$ cat src/rtl/aao_pkg.sv
// Shared types and constants for the AND_AND_OR sampling controller.
package aao_pkg;

    typedef enum logic [1:0] {
        ST_IDLE = 2'd0,
        ST_RUN  = 2'd1,
        ST_DONE = 2'd2
    } state_e;

    // Galois feedback taps applied when the bit shifted out is 1.
    localparam logic [31:0] LFSR_MASK    = 32'h80200003;
    // Power-on seed, also substituted for an all-zero seed load.
    localparam logic [31:0] AAO_SEED_DEF = 32'hACE12468;

endpackage

$ cat src/rtl/AND_AND_OR.sv
// Library cell: Y = (A1 | A2) & B.
module AND_AND_OR (
    input  logic A1,
    input  logic A2,
    input  logic B,
    output logic Y
);

    assign Y = (A1 | A2) & B;

endmodule

$ cat src/rtl/aao_lfsr32.sv
// 32-bit right-shifting Galois LFSR with synchronous reset and parallel load.
module aao_lfsr32
    import aao_pkg::*;
#(
    parameter logic [31:0] SEED = AAO_SEED_DEF
) (
    input  logic        clk,
    input  logic        rst,
    input  logic        en,
    input  logic        load,
    input  logic [31:0] load_val,
    output logic [31:0] q
);

    logic [31:0] q_q, q_d;

    // Load wins over advance; taps are folded in when a 1 shifts out of bit 0.
    always_comb begin
        q_d = q_q;
        if (load) begin
            q_d = load_val;
        end else if (en) begin
            q_d = {1'b0, q_q[31:1]} ^ (q_q[0] ? LFSR_MASK : 32'h0);
        end
    end

    // State register; reset restores the seed.
    always_ff @(posedge clk) begin
        if (rst) q_q <= SEED;
        else     q_q <= q_d;
    end

    assign q = q_q;

endmodule

$ cat src/rtl/aao_sample_ctrl.sv
// Runs N random samples of (a1|a2)&b through the AND_AND_OR cell and counts ones.
module aao_sample_ctrl
    import aao_pkg::*;
#(
    parameter int          CNT_W    = 16,
    parameter logic [31:0] SEED_DEF = AAO_SEED_DEF
) (
    input  logic             clk,
    input  logic             rst,
    input  logic             start,
    input  logic [CNT_W-1:0] n_samples,
    input  logic [7:0]       p_a1,
    input  logic [7:0]       p_a2,
    input  logic [7:0]       p_b,
    input  logic             seed_load,
    input  logic [31:0]      seed,
    output logic             busy,
    output logic             done,
    output logic [CNT_W-1:0] ones_count,
    output logic             a1_s,
    output logic             a2_s,
    output logic             b_s,
    output logic             y_s
);

    localparam logic [CNT_W-1:0] ONE = CNT_W'(1);

    state_e           state_q, state_d;
    logic [CNT_W-1:0] n_q, n_d;
    logic [CNT_W-1:0] cnt_q, cnt_d;
    logic [CNT_W-1:0] ones_q, ones_d;
    logic [7:0]       pa1_q, pa1_d, pa2_q, pa2_d, pb_q, pb_d;

    logic        idle, lfsr_en, lfsr_load;
    logic [31:0] lfsr, lfsr_ld_val;
    logic        a1, a2, b, y;
    logic        unused_lfsr_hi;

    assign idle = (state_q == ST_IDLE);

    // Seed loads are only honoured while idle; a zero seed would lock up the LFSR.
    assign lfsr_load   = idle & seed_load;
    assign lfsr_ld_val = (seed == 32'h0) ? SEED_DEF : seed;

    aao_lfsr32 #(.SEED(SEED_DEF)) u_lfsr (
        .clk      (clk),
        .rst      (rst),
        .en       (lfsr_en),
        .load     (lfsr_load),
        .load_val (lfsr_ld_val),
        .q        (lfsr)
    );

    // Top byte of the LFSR does not feed any comparator.
    assign unused_lfsr_hi = ^lfsr[31:24];

    assign a1 = (lfsr[7:0]   < pa1_q);
    assign a2 = (lfsr[15:8]  < pa2_q);
    assign b  = (lfsr[23:16] < pb_q);

    AND_AND_OR u_gate (
        .A1 (a1),
        .A2 (a2),
        .B  (b),
        .Y  (y)
    );

    // FSM state register.
    always_ff @(posedge clk) begin
        if (rst) state_q <= ST_IDLE;
        else     state_q <= state_d;
    end

    // FSM next state; a zero-length run skips straight to DONE.
    always_comb begin
        state_d = state_q;
        case (state_q)
            ST_IDLE: if (start) state_d = (n_samples != '0) ? ST_RUN : ST_DONE;
            ST_RUN:  if (cnt_q == n_q - ONE) state_d = ST_DONE;
            ST_DONE: state_d = ST_IDLE;
            default: state_d = ST_IDLE;
        endcase
    end

    // FSM outputs; sample bits are gated to 0 outside RUN.
    always_comb begin
        busy    = (state_q == ST_RUN);
        done    = (state_q == ST_DONE);
        lfsr_en = busy;
        a1_s    = busy & a1;
        a2_s    = busy & a2;
        b_s     = busy & b;
        y_s     = busy & y;
    end

    // Datapath next state: capture run parameters on start, count while running.
    always_comb begin
        n_d    = n_q;
        pa1_d  = pa1_q;
        pa2_d  = pa2_q;
        pb_d   = pb_q;
        cnt_d  = cnt_q;
        ones_d = ones_q;
        if (idle && start) begin
            n_d    = n_samples;
            pa1_d  = p_a1;
            pa2_d  = p_a2;
            pb_d   = p_b;
            cnt_d  = '0;
            ones_d = '0;
        end else if (busy) begin
            cnt_d  = cnt_q + ONE;
            ones_d = ones_q + {{(CNT_W-1){1'b0}}, y_s};
        end
    end

    // Datapath registers.
    always_ff @(posedge clk) begin
        if (rst) begin
            n_q    <= '0;
            pa1_q  <= '0;
            pa2_q  <= '0;
            pb_q   <= '0;
            cnt_q  <= '0;
            ones_q <= '0;
        end else begin
            n_q    <= n_d;
            pa1_q  <= pa1_d;
            pa2_q  <= pa2_d;
            pb_q   <= pb_d;
            cnt_q  <= cnt_d;
            ones_q <= ones_d;
        end
    end

    assign ones_count = ones_q;

endmodule

$ cat config.mk
export PLATFORM = sky130hd
export DESIGN_NAME = aao_sample_ctrl
export DESIGN_NICKNAME = d
export VERILOG_FILES = /design/src/rtl/aao_pkg.sv /design/src/rtl/AND_AND_OR.sv /design/src/rtl/aao_lfsr32.sv /design/src/rtl/aao_sample_ctrl.sv
export SDC_FILE = /design/constraint.sdc
export NUM_CORES = 1
export LEC_CHECK = 0
export BUFFER_PORTS_ARGS = -buffer_cell sky130_fd_sc_hd__clkbuf_2
export CELL_PAD_IN_SITES_DETAIL_PLACEMENT = 1
export CELL_PAD_IN_SITES_GLOBAL_PLACEMENT = 2
export CORE_MARGIN = 5
export CORE_UTILIZATION = 33
export DETAILED_ROUTE_END_ITERATION = 12
export PLACE_DENSITY_LB_ADDON = 0.1
export SLEW_MARGIN = 10
export SYNTH_ARGS = -nofsm -noshare
export SYNTH_HDL_FRONTEND = slang
export SYNTH_HIERARCHICAL = 1
export SYNTH_SLANG_ARGS = --single-unit
$ cat constraint.sdc
create_clock -name clk -period 3 [get_ports clk]
set_input_delay 0.75 -clock clk [delete_from_list [all_inputs] [get_ports clk]]
set_output_delay 0.75 -clock clk [all_outputs]
set_load 0.02 [all_outputs]
==> results by group, run 1 <==
Worst hold path
  • HP Start: pb_q[7]
  • Worst hold endpoint: pb_q[7]
  • Hold path depth: 2
  • Worst hold path class: flop to flop

Die
  • Row count: 48
  • Die X: ~140 um
  • Die area: 19970 um^2
  • Core area: around 17000 um^2
  • Initial Util: between 30% and 40%
  • Die H: approximately 140 um
  • I/O Pins: 98

Placement
  • Inst Count DP: just under 1000
  • RD Place Congestion: between 0.7 and 0.8
  • Dpl ws: -83.26 ps
  • Dpl cell area: 6355 um^2
  • IO Port Bufs: 97
  • Detailed Place HPWL: ~13000 um

Critical path
  • Slowest stage cell, crit path: dfxtp_2
  • CP most frequent cell: a21o_1
  • Crit path DAT: 2170 ps
  • CP endpoint kind: output port
  • CP Class: flop to output port
  • Crit path max fanout: 2
  • Worst r2r dst: ones_count[6]
  • Register-to-Register Path Depth: 15
  • Critical-path cell list: inv_2 > ha_4 > a21o_1 > a21o_1 > a211oi_2 > o21ai_2 > nand2_2 > o21a_1 > and2_4 > buf_8
  • R2R setup slack: 190 ps
  • RR Startpoint: pb_q[1]
  • Max incr delay on CP: approximately 340 ps
  • Worst Setup Start Kind: flop
  • Worst endpoint required time: approximately 2300 ps

GRT
  • Initial antenna violation count: 0
  • Pin count of the biggest net entering global routing: 34
  • First-pass GRT wire length: 26490 um
  • Overflow after GRT: 0
  • Vias in the first global route: 5219
  • Gr usage total: between 15 and 20%

Routing
  • Remaining DRCs: 0
  • Final ANT Viol Nets: 0
  • Final wirelength: 16190 um
  • Drt first-iter violations: between 100 and 150
  • Vias/cell: between 4 and 5
  • DRT Pass-1 Iters: 4
  • Total number of vias: 4936
  • Avg WL per Cell: between 15 and 20 um

Pwr
  • PwrDens: about 520 nW/um^2
  • Total power: 3.488 mW
  • Maximum VDD drop: approximately 280 uV
  • Static leakage: 2.711 nW

STA
  • Worst Max-Slew Pin Slew: between 700 and 800 ps
  • Min Tclk post-route: 2919 ps
  • Unrepaired setup endpoints after global routing: yes
  • Final worst-path cycle share: a little over nine tenths
  • Hold_ws: ~460 ps
  • Clk_skew: about 8.2 ps
  • Final Max Slew Viols: 0
  • Setup TNS: 0 ps
  • Setup-failing EPs final: 0
  • Max Clk Rate: ~340 MHz
  • Fin. Hold Viols: 0
  • Final worst slack: about 80 ps
  • Normalized max-slew margin: between 50 and 60%

Synthesis
  • Post-synthesis sequential area ratio: roughly 37%
  • Ys async rst share: 0%
  • Syn Inst Count: between 700 and 800
  • Warnings, synthesis: 6
  • Yosys cell types: a little under 50
  • Yosys reg bits: between 100 and 150
  • EDFF count, synth: 0
  • Netlist Area Pre-Place: about 5700 um^2
  • Synthesized area per cell: between 8 and 9 um^2
  • Syn nets: roughly 800
  • Top_reg_cell synth: dfxtp_1

Clock tree
  • Cts bufs inserted: 9
  • Max Buffers Root-to-Sink: 2
  • Worst-path clk slew: roughly 80 ps
  • CTS root buf: clkbuf_16
  • CTS sink count: 106
  • CTS tree: yes
  • Clock Latency Late Sink: ~350 ps
  • H-Tree Depth: 3

Cells and area
  • Post-layout net count: between 800 and 900
  • Share of layout cells above drive strength 1: 23.18%
  • Design area: between 6000 and 7000 um^2
  • Synth-to-layout area growth: 19.02%
  • Final std cells w/o fill: just over 1000
  • Final Util: about two fifths
  • Ant diodes: 0

Run status
  • Status: completed

Run
  • Maxcap violations: 0
per-layer routing:
metal / vias up / routed length (um) / GRT usage (%)
met2: 67 / 8089 / 29.27
met4: 0 / 191 / 4.946
met1: 2348 / 7454 / 20.91
met3: 11 / 454 / 2.663
li1: 2510 / - / -
met5: - / 0 / 0
worst max-delay path: cells and delay by family (launching register included):
family          cells  cell delay (ps)
buf+inv             2              160
flops               1              340
fa+ha+maj           1              200
simple gates        2              280
compound gates      5              830
registers in the layout, summed over array words and instances, names as in the netlist:
name,flops
ones_count,16
pa2_q,8
n_q,16
pa1_q,8
state_q,2
u_lfsr/q,32
pb_q,8
cnt_q,16
cells in the mapped netlist (13+ instances only):
cell type	number	share of area (%)
or2_2	13	1.4
clkbuf_1	41	2.7
o21ai_0	20	1.8
ha_1	25	5.5
nor4_1	15	1.6
dfxtp_1	106	37
nor3_1	14	1.2
xnor2_1	22	3.4
nor3b_1	14	1.8
nor2_1	55	3.6
mux2i_1	32	5.6
a21oi_1	67	5.9
inv_1	26	1.7
nand2_1	117	7.7
xor2_1	26	4.0
nand4_1	15	1.6
layout make-up:
type,instances,area [um^2]
repair buffers,119,673.1
inverters,27,101.3
multi-input cells,513,3261
fillers,2108,10340
clock buffers,10,239.0
flip-flops and latches,106,2127
clock inverters,6,88.84
well taps,225,281.5
worst max path at each step:
stage                     endpoint  slack, ps  cells after the start     start
floorplan           ones_count[14]         70                     16  pa2_q[1]
global placement    ones_count[12]         50                     17   pb_q[1]
global route                   y_s        -20                     10   pb_q[1]
CTS                            y_s         60                     10   pb_q[1]
detailed placement  ones_count[14]        -80                     17   pb_q[1]
finish                         y_s         80                     10   pb_q[1]
power by group:
| part | switching [mW] | total (mW) | internal [mW] |
|---|---|---|---|
| combinational | 0.334 | 0.618 | 0.284 |
| sequential | 0.0666 | 1.55 | 1.48 |
| clock | 0.564 | 1.32 | 0.757 |
cells in the final DEF (no fill, tap or decap), types with 6 or more instances in the layout:
master	Yosys	final
clkbuf_2	1	96
a21oi_1	67	67
ha_1	25	22
nor3b_1	14	14
nor2b_1	9	9
inv_1	26	25
or2_2	13	13
buf_4	0	21
dfxtp_1	106	102
nand3_1	9	8
nand4_1	15	15
xor2_1	26	26
nor4_1	15	15
clkbuf_16	0	9
nand2_1	117	116
nor3_1	14	12
nor2_1	55	55
o21ai_0	20	17
a21o_1	6	6
mux2i_1	32	32
xnor2_1	22	22
logic make-up (layout without fill, tap and decap cells):
logic type	after synthesis	count (layout)	share of synthesized area, %
and+or+nand+nor	285	285	24.13
AOI/OAI and AO/OA	114	114	11.39
DFF	106	106	37.30
buffers and inverters	82	162	6.554
xor gates and xnor gates	48	48	7.389
muxes	41	41	7.741
adders and majority gates	25	25	5.498
repair_timing:
item	CTS	global route
endpoints found under the setup margin	8	5
setup buffers	2	0
resized for setup	14	10
pin swaps	9	6
hold buffers	0	0
Power figures use the tool's default switching activity.
==> inputs of run 2 (changes only) <==
- CAP_MARGIN: not set -> 20
- CELL_PAD_IN_SITES_DETAIL_PLACEMENT: 1 -> 2
- TNS_END_PERCENT: not set -> 5
==> run 2 against run 1 <==
Sequential share of layout area about the same. Total power decreased by 3.4%. Final area is the same. Worst hold slack improved by 4.0 ps. Routed wire length increased by 11%. Die area unchanged. Final cell count rose by 0.30%. Combinational power is 4.4% higher. Flip-flop and latch count did not move. Clock power down 11%. Utilization stayed put.
==> results by group, run 2 (synthesis gave the netlist of run 1 again) <==
Run status
  • Status: completed

Die
  • Row count: 48 (unchanged)
  • Core area: 17120 um^2 (unchanged)
  • Initial Util: 33.24% (unchanged)
  • I/O Pins: 98 (unchanged)
  • Die X: 141.3 um (unchanged)
  • Die area: 19970 um^2 (unchanged)
  • Die H: 141.3 um (unchanged)

Worst hold path
  • Worst hold path class: flop to flop
  • Hold path depth: 2 (unchanged)

STA
  • Hold_ws: 460.7 ps (+3.979 ps)
  • Worst Max-Slew Pin Slew: 769.1 ps (+30.04 ps)
  • Final Max Slew Viols: 0 (unchanged)
  • Min Tclk post-route: 2969 ps (+49.67 ps)
  • Normalized max-slew margin: 48.26% (-2.4 points)
  • Fin. Hold Viols: 0 (unchanged)
  • Clk_skew: 6.439 ps (-1.805 ps)
  • Unrepaired setup endpoints after global routing: yes
  • Max Clk Rate: 336.8 MHz (-1.7%)
  • Final worst-path cycle share: 98.97% (+1.7 points)
  • Setup-failing EPs final: 0 (unchanged)

Critical path
  • CP Launch Point: u_lfsr/q[9]
  • Crit path max fanout: 3 (+1)
  • CP endpoint kind: output port
  • Worst r2r dst: ones_count[6]
  • RR Startpoint: u_lfsr/q[9]
  • Register-to-Register Path Depth: 15 (unchanged)
  • CP Capture Point: y_s
  • Crit path DAT: 2220 ps (+50 ps)
  • R2R setup slack: 80 ps (-110 ps)
  • CP Class: flop to output port
  • Worst endpoint required time: 2250 ps (about the same)
  • Worst Setup Start Kind: flop

Routing
  • Total number of vias: 5087 (+3.1%)
  • Drt first-iter violations: 121 (-9.0%)
  • Final ANT Viol Nets: 0 (unchanged)
  • Remaining DRCs: 0 (unchanged)
  • Vias/cell: 5.042 (+2.8%)
  • Avg WL per Cell: 17.82 um (+11%)
  • Met1 wire length: 7783 um (+4.4%)
  • Final wirelength: 17980 um (+11%)
  • Wire length on met3: 512 um (+13%)
  • Top routing layer in use: met4
  • DRT Pass-1 Iters: 4 (unchanged)
  • DR WL met2: 9522 um (+18%)

Pwr
  • Sw Ratio: 28.54% (+0.89 points)
  • Int Pwr: 2.407 mW (-4.6%)
  • Sequential group share of total power: 46.1% (+1.7 points)
  • Combinational Power Share: 19.2% (+1.5 points)
  • Maximum VDD drop: 283.5 uV (+2.2%)
  • Clock Power Share: 34.7% (-3.2 points)
  • PwrDens: 497.4 nW/um^2 (-3.4%)
  • Static leakage: 2.722 nW (+0.42%)
  • Psw: 0.9612 mW (-0.34%)

Cells and area
  • Max reg flops: 32 (unchanged)
  • Post-layout net count: 881 (+0.46%)
  • Final std cells w/o fill: 1009 (+0.30%)
  • Share of layout cells above drive strength 1: 23.72% (+0.55 points)
  • Ant diodes: 0 (unchanged)
  • Synth-to-layout area growth: 19.02% (unchanged)
  • Commonest non-fill, non-tap cells in the layout: 116 x nand2_1, 101 x dfxtp_1, 95 x clkbuf_2
  • Commonest non-fill, non-tap cell in the layout: nand2_1

Clock tree
  • CTS root buf: clkbuf_16
  • Worst-path clk slew: 70 ps (about the same)
  • H-Tree Depth: 3 (unchanged)
  • Clock Latency Late Sink: 350 ps (about the same)
  • CTS tree: yes
  • Max Buffers Root-to-Sink: 2 (unchanged)
  • CTS sink count: 106 (unchanged)
  • Cts bufs inserted: 9 (unchanged)

GRT
  • Pin count of the biggest net entering global routing: 34 (unchanged)
  • Vias in the first global route: 5735 (+9.9%)
  • Overflow after GRT: 0 (unchanged)
  • Initial antenna violation count: 0 (unchanged)
  • Gr usage total: 18.20% (+1.6 points)
  • First-pass GRT wire length: 29160 um (+10%)

Run
  • Maxcap violations: 0 (unchanged)

Placement
  • Inst Count DP: 989 (unchanged)
  • RD Place Congestion: 0.7748 (unchanged)
  • IO Port Bufs: 97 (unchanged)
  • Detailed Place HPWL: 13810 um (+8.8%)
[run 2: worst min path at each step]
stage	endpoint	slack (ps)	startpoint
3_3_place_gp	pb_q[7]	450	pb_q[7]
5_1_grt	pa1_q[5]	490	pa1_q[5]
4_1_cts	pa2_q[2]	460	pa2_q[2]
3_5_place_dp	pa2_q[2]	460	pa2_q[2]
2_1_floorplan	pa1_q[1]	440	pa1_q[1]
6_report	pa1_q[4]	460	pa1_q[4]
[run 2: layer usage]
metal / GRT usage, % / vias to the layer above
li1: - / 2516
met1: 21.49 / 2486
met2: 34.21 / 74
met3: 3.573 / 11
met4: 3.468 / 0
met5: 0 / -
[run 2: what timing repair did]
action,CTS,global route
pin swaps,10,7
buffers inserted,3,2
gates resized for setup,18,12
endpoints found under the hold margin,0,0
endpoints found under the setup margin,10,11
hold buffers,0,0
[run 2: metrics by stage]
stage / total power, mW / utilization, % / TNS (ps) / instance area [um^2] / setup slack [ps]
after CTS: 3.404 / 39.23 / 0 / 6714 / 14.11
after detailed placement: 2.202 / 37.13 / -194.9 / 6355 / -75.82
after floorplan: 1.996 / - / 0 / 5689 / 67.49
after global placement: 2.169 / 37.13 / 0 / 6355 / 51.97
final: 3.368 / 39.56 / 0 / 6771 / 30.95
after global routing: 3.551 / 39.56 / -498.9 / 6771 / -115.6
[run 2: final cells by class]
class | instances | area, um^2
clock inverters | 1 | 8.758
multi-input cells | 513 | 3268
repair buffers | 123 | 709.4
flip-flops and latches | 106 | 2128
fillers | 1975 | 10340
inverters | 27 | 101.3
well taps | 225 | 281.5
clock buffers | 14 | 274.0
[run 2: critical path: stages, from the launching register on]
cell	delay, ps
dfxtp_2	370
ha_4	210
a21o_1	170
a21o_1	160
a211oi_2	250
o21ai_2	100
nand2_1	80
o21a_1	160
and2_4	160
buf_6	100
buf_8	100
[run 2: power by group through the flow]
stage                     sequential [mW]  combinational (mW)  clock (mW)
after floorplan                      1.56               0.440           0
after global placement               1.58               0.590           0
after detailed placement             1.59               0.616           0
after CTS                            1.55               0.646        1.20
after global routing                 1.56               0.726        1.26
final                                1.55               0.645        1.17
